`src/rtl/aes_stim_pkg.sv`:
```
// Shared types and constants for the AES-128 bring-up stimulus generator.
package aes_stim_pkg;

  typedef enum logic [1:0] {
    IDLE = 2'd0,
    SEND = 2'd1,
    DONE = 2'd2
  } state_e;

  typedef enum logic [1:0] {
    VECTOR = 2'd0,
    INCR   = 2'd1,
    ONES   = 2'd2,
    LFSR   = 2'd3
  } mode_e;

  localparam int unsigned BYTES_PER_BLK = 16;
  localparam logic [15:0] LFSR_SEED     = 16'hACE1;
  // Taps 16,14,13,11 counted from the output end: bits 0,2,3,5 of a right-shifting register
  localparam logic [15:0] LFSR_TAPS     = 16'h002D;

  // One Fibonacci step: shift right, feedback into the MSB
  function automatic logic [15:0] lfsr_next(input logic [15:0] s);
    return {^(s & LFSR_TAPS), s[15:1]};
  endfunction

endpackage

```
`src/rtl/aes_stim_div.sv`:
```
// Clock-enable divider: strobes once every DIV enabled cycles; clr restarts the count.
module aes_stim_div #(
  parameter int unsigned DIV = 16
) (
  input  logic clk,
  input  logic rst,
  input  logic clr,
  input  logic en,
  output logic strobe
);

  localparam int unsigned CW = (DIV > 1) ? $clog2(DIV) : 1;
  localparam logic [CW-1:0] LAST = CW'(DIV - 1);

  logic [CW-1:0] cnt_q;

  assign strobe = en && (cnt_q == LAST);

  // Count 0..DIV-1 while enabled, wrapping on the strobe
  always_ff @(posedge clk or negedge rst) begin
    if (!rst) begin
      cnt_q <= '0;
    end else if (clr) begin
      cnt_q <= '0;
    end else if (en) begin
      cnt_q <= strobe ? '0 : cnt_q + CW'(1);
    end
  end

endmodule

```
`src/rtl/aes_stim_gen.sv`:
```
// Stimulus generator streaming key/plaintext byte frames with toggle-valid signalling.
// Optional feature: define AES_STIM_LFSR_EN to make mode 3 a 16-bit LFSR pattern;
// otherwise mode 3 behaves as mode 0 and no LFSR state exists.
module aes_stim_gen
  import aes_stim_pkg::*;
#(
  parameter int unsigned DIV        = 16,
  parameter int unsigned NUM_BLOCKS = 4,
  parameter int unsigned DATA_W     = 8
) (
  input  logic              clk,
  input  logic              rst,
  input  logic              start,
  input  logic              abort,
  input  logic              repeat_en,
  input  logic [1:0]        cfg_mode,
  input  logic              cfg_cu,
  input  logic              cfg_id,
  output logic              test_cu,
  output logic              test_id,
  output logic [DATA_W-1:0] test_data,
  output logic              test_valid,
  output logic              busy,
  output logic              done
);

  localparam int unsigned NUM_BYTES = NUM_BLOCKS * BYTES_PER_BLK;
  localparam int unsigned IDX_W     = $clog2(NUM_BYTES);
  localparam int unsigned BLK_SHIFT = $clog2(BYTES_PER_BLK);
  localparam logic [IDX_W-1:0] LAST_IDX = IDX_W'(NUM_BYTES - 1);

  state_e            state_q;
  mode_e             mode_q;
  logic              rep_q;
  logic [IDX_W-1:0]  idx_q;
  logic [IDX_W-1:0]  blk;
  logic [DATA_W-1:0] pattern;
  logic              start_take;
  logic              restart;
  logic              div_clr;
  logic              div_en;
  logic              strobe;

  // Abort dominates both start and the strobe
  assign start_take = start && !abort && (state_q == IDLE);
  assign restart    = (state_q == DONE) && rep_q && !abort;
  assign div_clr    = abort || start_take || (state_q == DONE);
  assign div_en     = (state_q == SEND) && !abort;
  assign blk        = idx_q >> BLK_SHIFT;

  aes_stim_div #(
    .DIV (DIV)
  ) u_div (
    .clk    (clk),
    .rst    (rst),
    .clr    (div_clr),
    .en     (div_en),
    .strobe (strobe)
  );

`ifdef AES_STIM_LFSR_EN
  logic [15:0] lfsr_q;

  // Seed reloads at every frame start so repeated frames are identical
  always_ff @(posedge clk or negedge rst) begin
    if (!rst) begin
      lfsr_q <= LFSR_SEED;
    end else if (start_take || restart) begin
      lfsr_q <= LFSR_SEED;
    end else if (strobe) begin
      lfsr_q <= lfsr_next(lfsr_q);
    end
  end
`endif

  // Byte pattern for the current index
  always_comb begin
    pattern = '0;
    case (mode_q)
      INCR:    pattern = DATA_W'(idx_q);
      ONES:    pattern = '1;
`ifdef AES_STIM_LFSR_EN
      LFSR:    pattern = DATA_W'(lfsr_q);
`endif
      default: pattern = (blk == IDX_W'(1)) ? DATA_W'(1) : '0;
    endcase
  end

  // Frame FSM with registered outputs
  always_ff @(posedge clk or negedge rst) begin
    if (!rst) begin
      state_q    <= IDLE;
      mode_q     <= VECTOR;
      rep_q      <= 1'b0;
      idx_q      <= '0;
      test_cu    <= 1'b0;
      test_id    <= 1'b1;
      test_data  <= '0;
      test_valid <= 1'b0;
      busy       <= 1'b0;
      done       <= 1'b0;
    end else if (abort) begin
      // Data, valid level, cu and id keep their last values
      state_q <= IDLE;
      busy    <= 1'b0;
      done    <= 1'b0;
    end else begin
      case (state_q)
        IDLE: begin
          if (start) begin
            state_q <= SEND;
            mode_q  <= mode_e'(cfg_mode);
            rep_q   <= repeat_en;
            test_cu <= cfg_cu;
            test_id <= cfg_id;
            idx_q   <= '0;
            busy    <= 1'b1;
          end
        end
        SEND: begin
          if (strobe) begin
            test_data  <= pattern;
            test_valid <= ~test_valid;
            if (idx_q == LAST_IDX) begin
              state_q <= DONE;
              idx_q   <= '0;
              done    <= 1'b1;
            end else begin
              idx_q <= idx_q + IDX_W'(1);
            end
          end
        end
        DONE: begin
          done  <= 1'b0;
          idx_q <= '0;
          if (rep_q) begin
            state_q <= SEND;
          end else begin
            state_q <= IDLE;
            busy    <= 1'b0;
          end
        end
        default: begin
          state_q <= IDLE;
          busy    <= 1'b0;
          done    <= 1'b0;
        end
      endcase
    end
  end

endmodule

```
`config.mk`:
```
export PLATFORM = sky130hd
export DESIGN_NAME = aes_stim_gen
export DESIGN_NICKNAME = d
export VERILOG_FILES = /design/src/rtl/aes_stim_pkg.sv /design/src/rtl/aes_stim_div.sv /design/src/rtl/aes_stim_gen.sv
export SDC_FILE = /design/constraint.sdc
export NUM_CORES = 1
export LEC_CHECK = 0
export BUFFER_PORTS_ARGS = -buffer_cell sky130_fd_sc_hd__buf_2
export CORE_ASPECT_RATIO = 0.8
export CORE_MARGIN = 3
export CORE_UTILIZATION = 52
export DETAILED_ROUTE_END_ITERATION = 10
export HOLD_SLACK_MARGIN = 0.15
export PLACE_DENSITY = 0.74
export SYNTH_ARGS = -nofsm -noshare
export SYNTH_HDL_FRONTEND = slang
export SYNTH_SLANG_ARGS = --single-unit
```
`constraint.sdc`:
```
create_clock -name clk -period 2 [get_ports clk]
set_clock_uncertainty 0.15 [all_clocks]
set_input_delay 0.1 -clock clk [delete_from_list [all_inputs] [get_ports clk]]
set_output_delay 0.1 -clock clk [all_outputs]
set_load 0.02 [all_outputs]
```
==> impl_results.md <==
- Pwr/cell area: 643 nW/um^2
- Antenna viol nets, final: 0
- TritonCTS Sinks: 27
- Finished Cell Area: 1610 sq um
- Minimum clock period: 1880 ps
- Setup TNS: 0 ps
- Final-report hold violation count: 0
- WP buf/inv: 2
- Setup-failing EPs final: 0
- CTS clk-pin slew, worst paths: roughly 140 ps
- GRT Util Overall: 17.7%
- Starting density of the core: 55.6%
- WS Path Type: reg -> reg
- Post-CTS setup buffers: 0
- PnR worst setup slack: around 120 ps
- Lkg Pwr: 0.749 nW
- Gpl congestion: 0.825
- Grt met3 use: 4.97%
- Drt wl/cell: 12.9 um
- Commonest non-fill, non-tap cell in the layout: dfrtp_1
- Post-Syn Area per Cell: roughly 10 sq um
- Crit path launch: state_q[0]$_DFFE_PN0P_
- Register area share after synthesis: 49.0%
- Pre-CTS WS: 185 ps
- Peak VDD IR: 0.000610 V
- DP Area: roughly 1500 sq um
- First-pass GRT wire length: around 4500 um
- Post-synth EDFFs: 0
- Met2 usage: 28.2%
- Die Area: 3310 sq um
- Nets: around 180
- Post-Syn Instances: roughly 140
- Avg Vias per Cell: 5.30
- Worst Path Max Fanout: 8
- Fmax: 533 MHz
- Inserted Clock Buffers: 3
- IO Pins: 22
- RSZ-0062 raised after global routing: no
- RR Startpoint: state_q[0]$_DFFE_PN0P_
- DRT Wirelength: 2590 um
- Syn Nets: 150
- Mapped cell area: 1380 sq um
- Vias: 1060
- Core Area: 2480 sq um
- Vert. Die Dim: 52.1 um
- H-tree levels: 1
- Worst Max-Slew Pin Slew: 584 ps
- Max_slew headroom: 61.0%
- Share of layout cells above drive strength 1: 22.6%
- Post-route insts no fill: 200
- Status: completed
- CTS tree: done
- Startpoint types: flip-flop
- CP Capture Type: flip-flop
- Met1 usage: 23.7%
- Die W: 63.6 um
- HPWL after DPL: roughly 1900 um
- Vias in the first global route: approximately 990
- Synth-to-layout area growth: 16.8%
- Starting DRT DRC Count: 21
- Largest net degree at the start of global routing: 28
- Drt pass-1 iters: 4
- # rows: 16
- Skew-Pair Late Insertion Delay: 320 ps
- Synth async-reset ratio: 100%
- Most frequent cells in the layout: dfrtp_1, buf_2, nand2_1
- Layout fillers: between 200 and 250
- Min-delay worst type: in -> async
- Max_cap viols: 0
- Longest Clk Path Bufs: 2
- Tcrit/Tclk final: 93.8%
- Yosys cell types: between 40 and 50
- N_diodes: 0
- CP delay by family, top: buffers and inverters
- WP data required: 2130 ps
- Placed cells: 187
- Critical Path, Cell by Cell: buf_4 > nor2_2 > nand2_1 > a21o_1 > a21oi_1 > dlygate4sd3_1
- CTS root buf: clkbuf_4
- Port bufs: 21
- Initial antenna violation count: 0
- Flop and latch count out of synthesis: 27
- Main flop type after synthesis: dfrtp_1
- Worst path max stage delay: 550 ps
- Gr ovfl total: 0
- Critical path arrival: 2000 ps
- Slew Limit Fails: 0
- CP max-delay cell: dlygate4sd3_1
- Yosys warns: 0
- DRC viols: 0
- GR peak layer: met2
==> where the power goes <==
part	total [mW]	internal [mW]	leakage (nW)	switching (mW)
logic	0.199	0.0853	0.374	0.114
clock network	0.235	0.0783	0.0150	0.157
registers	0.602	0.579	0.360	0.0228
total	1.04	0.743	0.749	0.293
==> synth_stat cells, drive strengths merged, types with 2 or more instances <==
cell type  instances  area share (%)
a211oi             2             1.1
a21oi              9             3.3
a22o               2             1.3
a22oi              2             1.1
a31oi              2            0.91
and2               2            0.91
and3               4             1.8
buf                6             2.8
clkbuf             2            0.54
dfrtp             26              47
ha                 4             3.6
inv                6             1.6
mux2               5             4.1
nand2             12             3.4
nand2b             3             1.4
nand3              7             2.5
nor2              11             3.0
nor2b              2            0.91
o21a               2             1.1
o21ai              6             2.2
o31ai              6             3.6
xor2               2             1.3
==> cell families after synthesis <==
| logic type | synth area share [%] |
|---|---|
| and+or+nand+nor | 17.3 |
| AOI/OAI and AO/OA | 19.1 |
| DFF | 49.0 |
| buffers and inverters | 4.98 |
| muxes | 4.08 |
| adders and majority gates | 3.62 |
| xor gates and xnor gates | 1.90 |
==> cell type report <==
| class | count | area (sq um) | area share [%] |
|---|---|---|---|
| multi-input cells | 96 | 638 | 39.6 |
| well taps | 36 | 45.0 | 2.79 |
| clock buffers | 4 | 26.3 | 1.63 |
| repair buffers | 31 | 203 | 12.6 |
| flip-flops and latches | 27 | 678 | 42.0 |
| inverters | 6 | 22.5 | 1.40 |
==> stage by stage <==
step / power (mW) / hold slack, ps / utilization (%)
after floorplan: 0.740 / -346 / -
after global placement: 0.791 / -12.7 / 60.1
after detailed placement: 0.799 / -6.92 / 60.1
after CTS: 1.04 / 166 / 64.8
after global routing: 1.09 / 187 / 65.0
final: 1.04 / 137 / 65.0
==> what timing repair did <==
item                                   4_1_cts  5_1_grt
gates resized for setup                      0        2
hold buffers                                 9        0
endpoints found under the hold margin       43        0
setup endpoints to repair                    0        1
==> metal layers <==
layer  up-vias  part of all wire (%)
li1        537                     -
met1       502                    47
met2        17                    49
met3         4                   3.3
met4         0                   1.2
met5         -                     0
==> path summary, 6_finish.rpt <==
check,end,slack [ps],cells past startpoint
max reg2reg,u_div.cnt_q[2]$_DFFE_PN0P_,120,6
max,u_div.cnt_q[2]$_DFFE_PN0P_,120,6
min reg2reg,test_valid$_DFFE_PN0P_,340,1
min in group clk,test_valid$_DFFE_PN0P_,340,1
min,idx_q[3]$_DFFE_PN0P_,140,2
max in group asynchronous,state_q[0]$_DFFE_PN0P_,1140,2
==> state kept, by name, indices dropped and copies added, names as in the netlist <==
signal,cells
test_data,7
idx_q,6
u_div.cnt_q,4
mode_q,2
state_q,2
busy,1
done,1
rep_q,1
test_cu,1
test_id,1
test_valid,1
No activity file was read; power rests on OpenSTA's default activity.
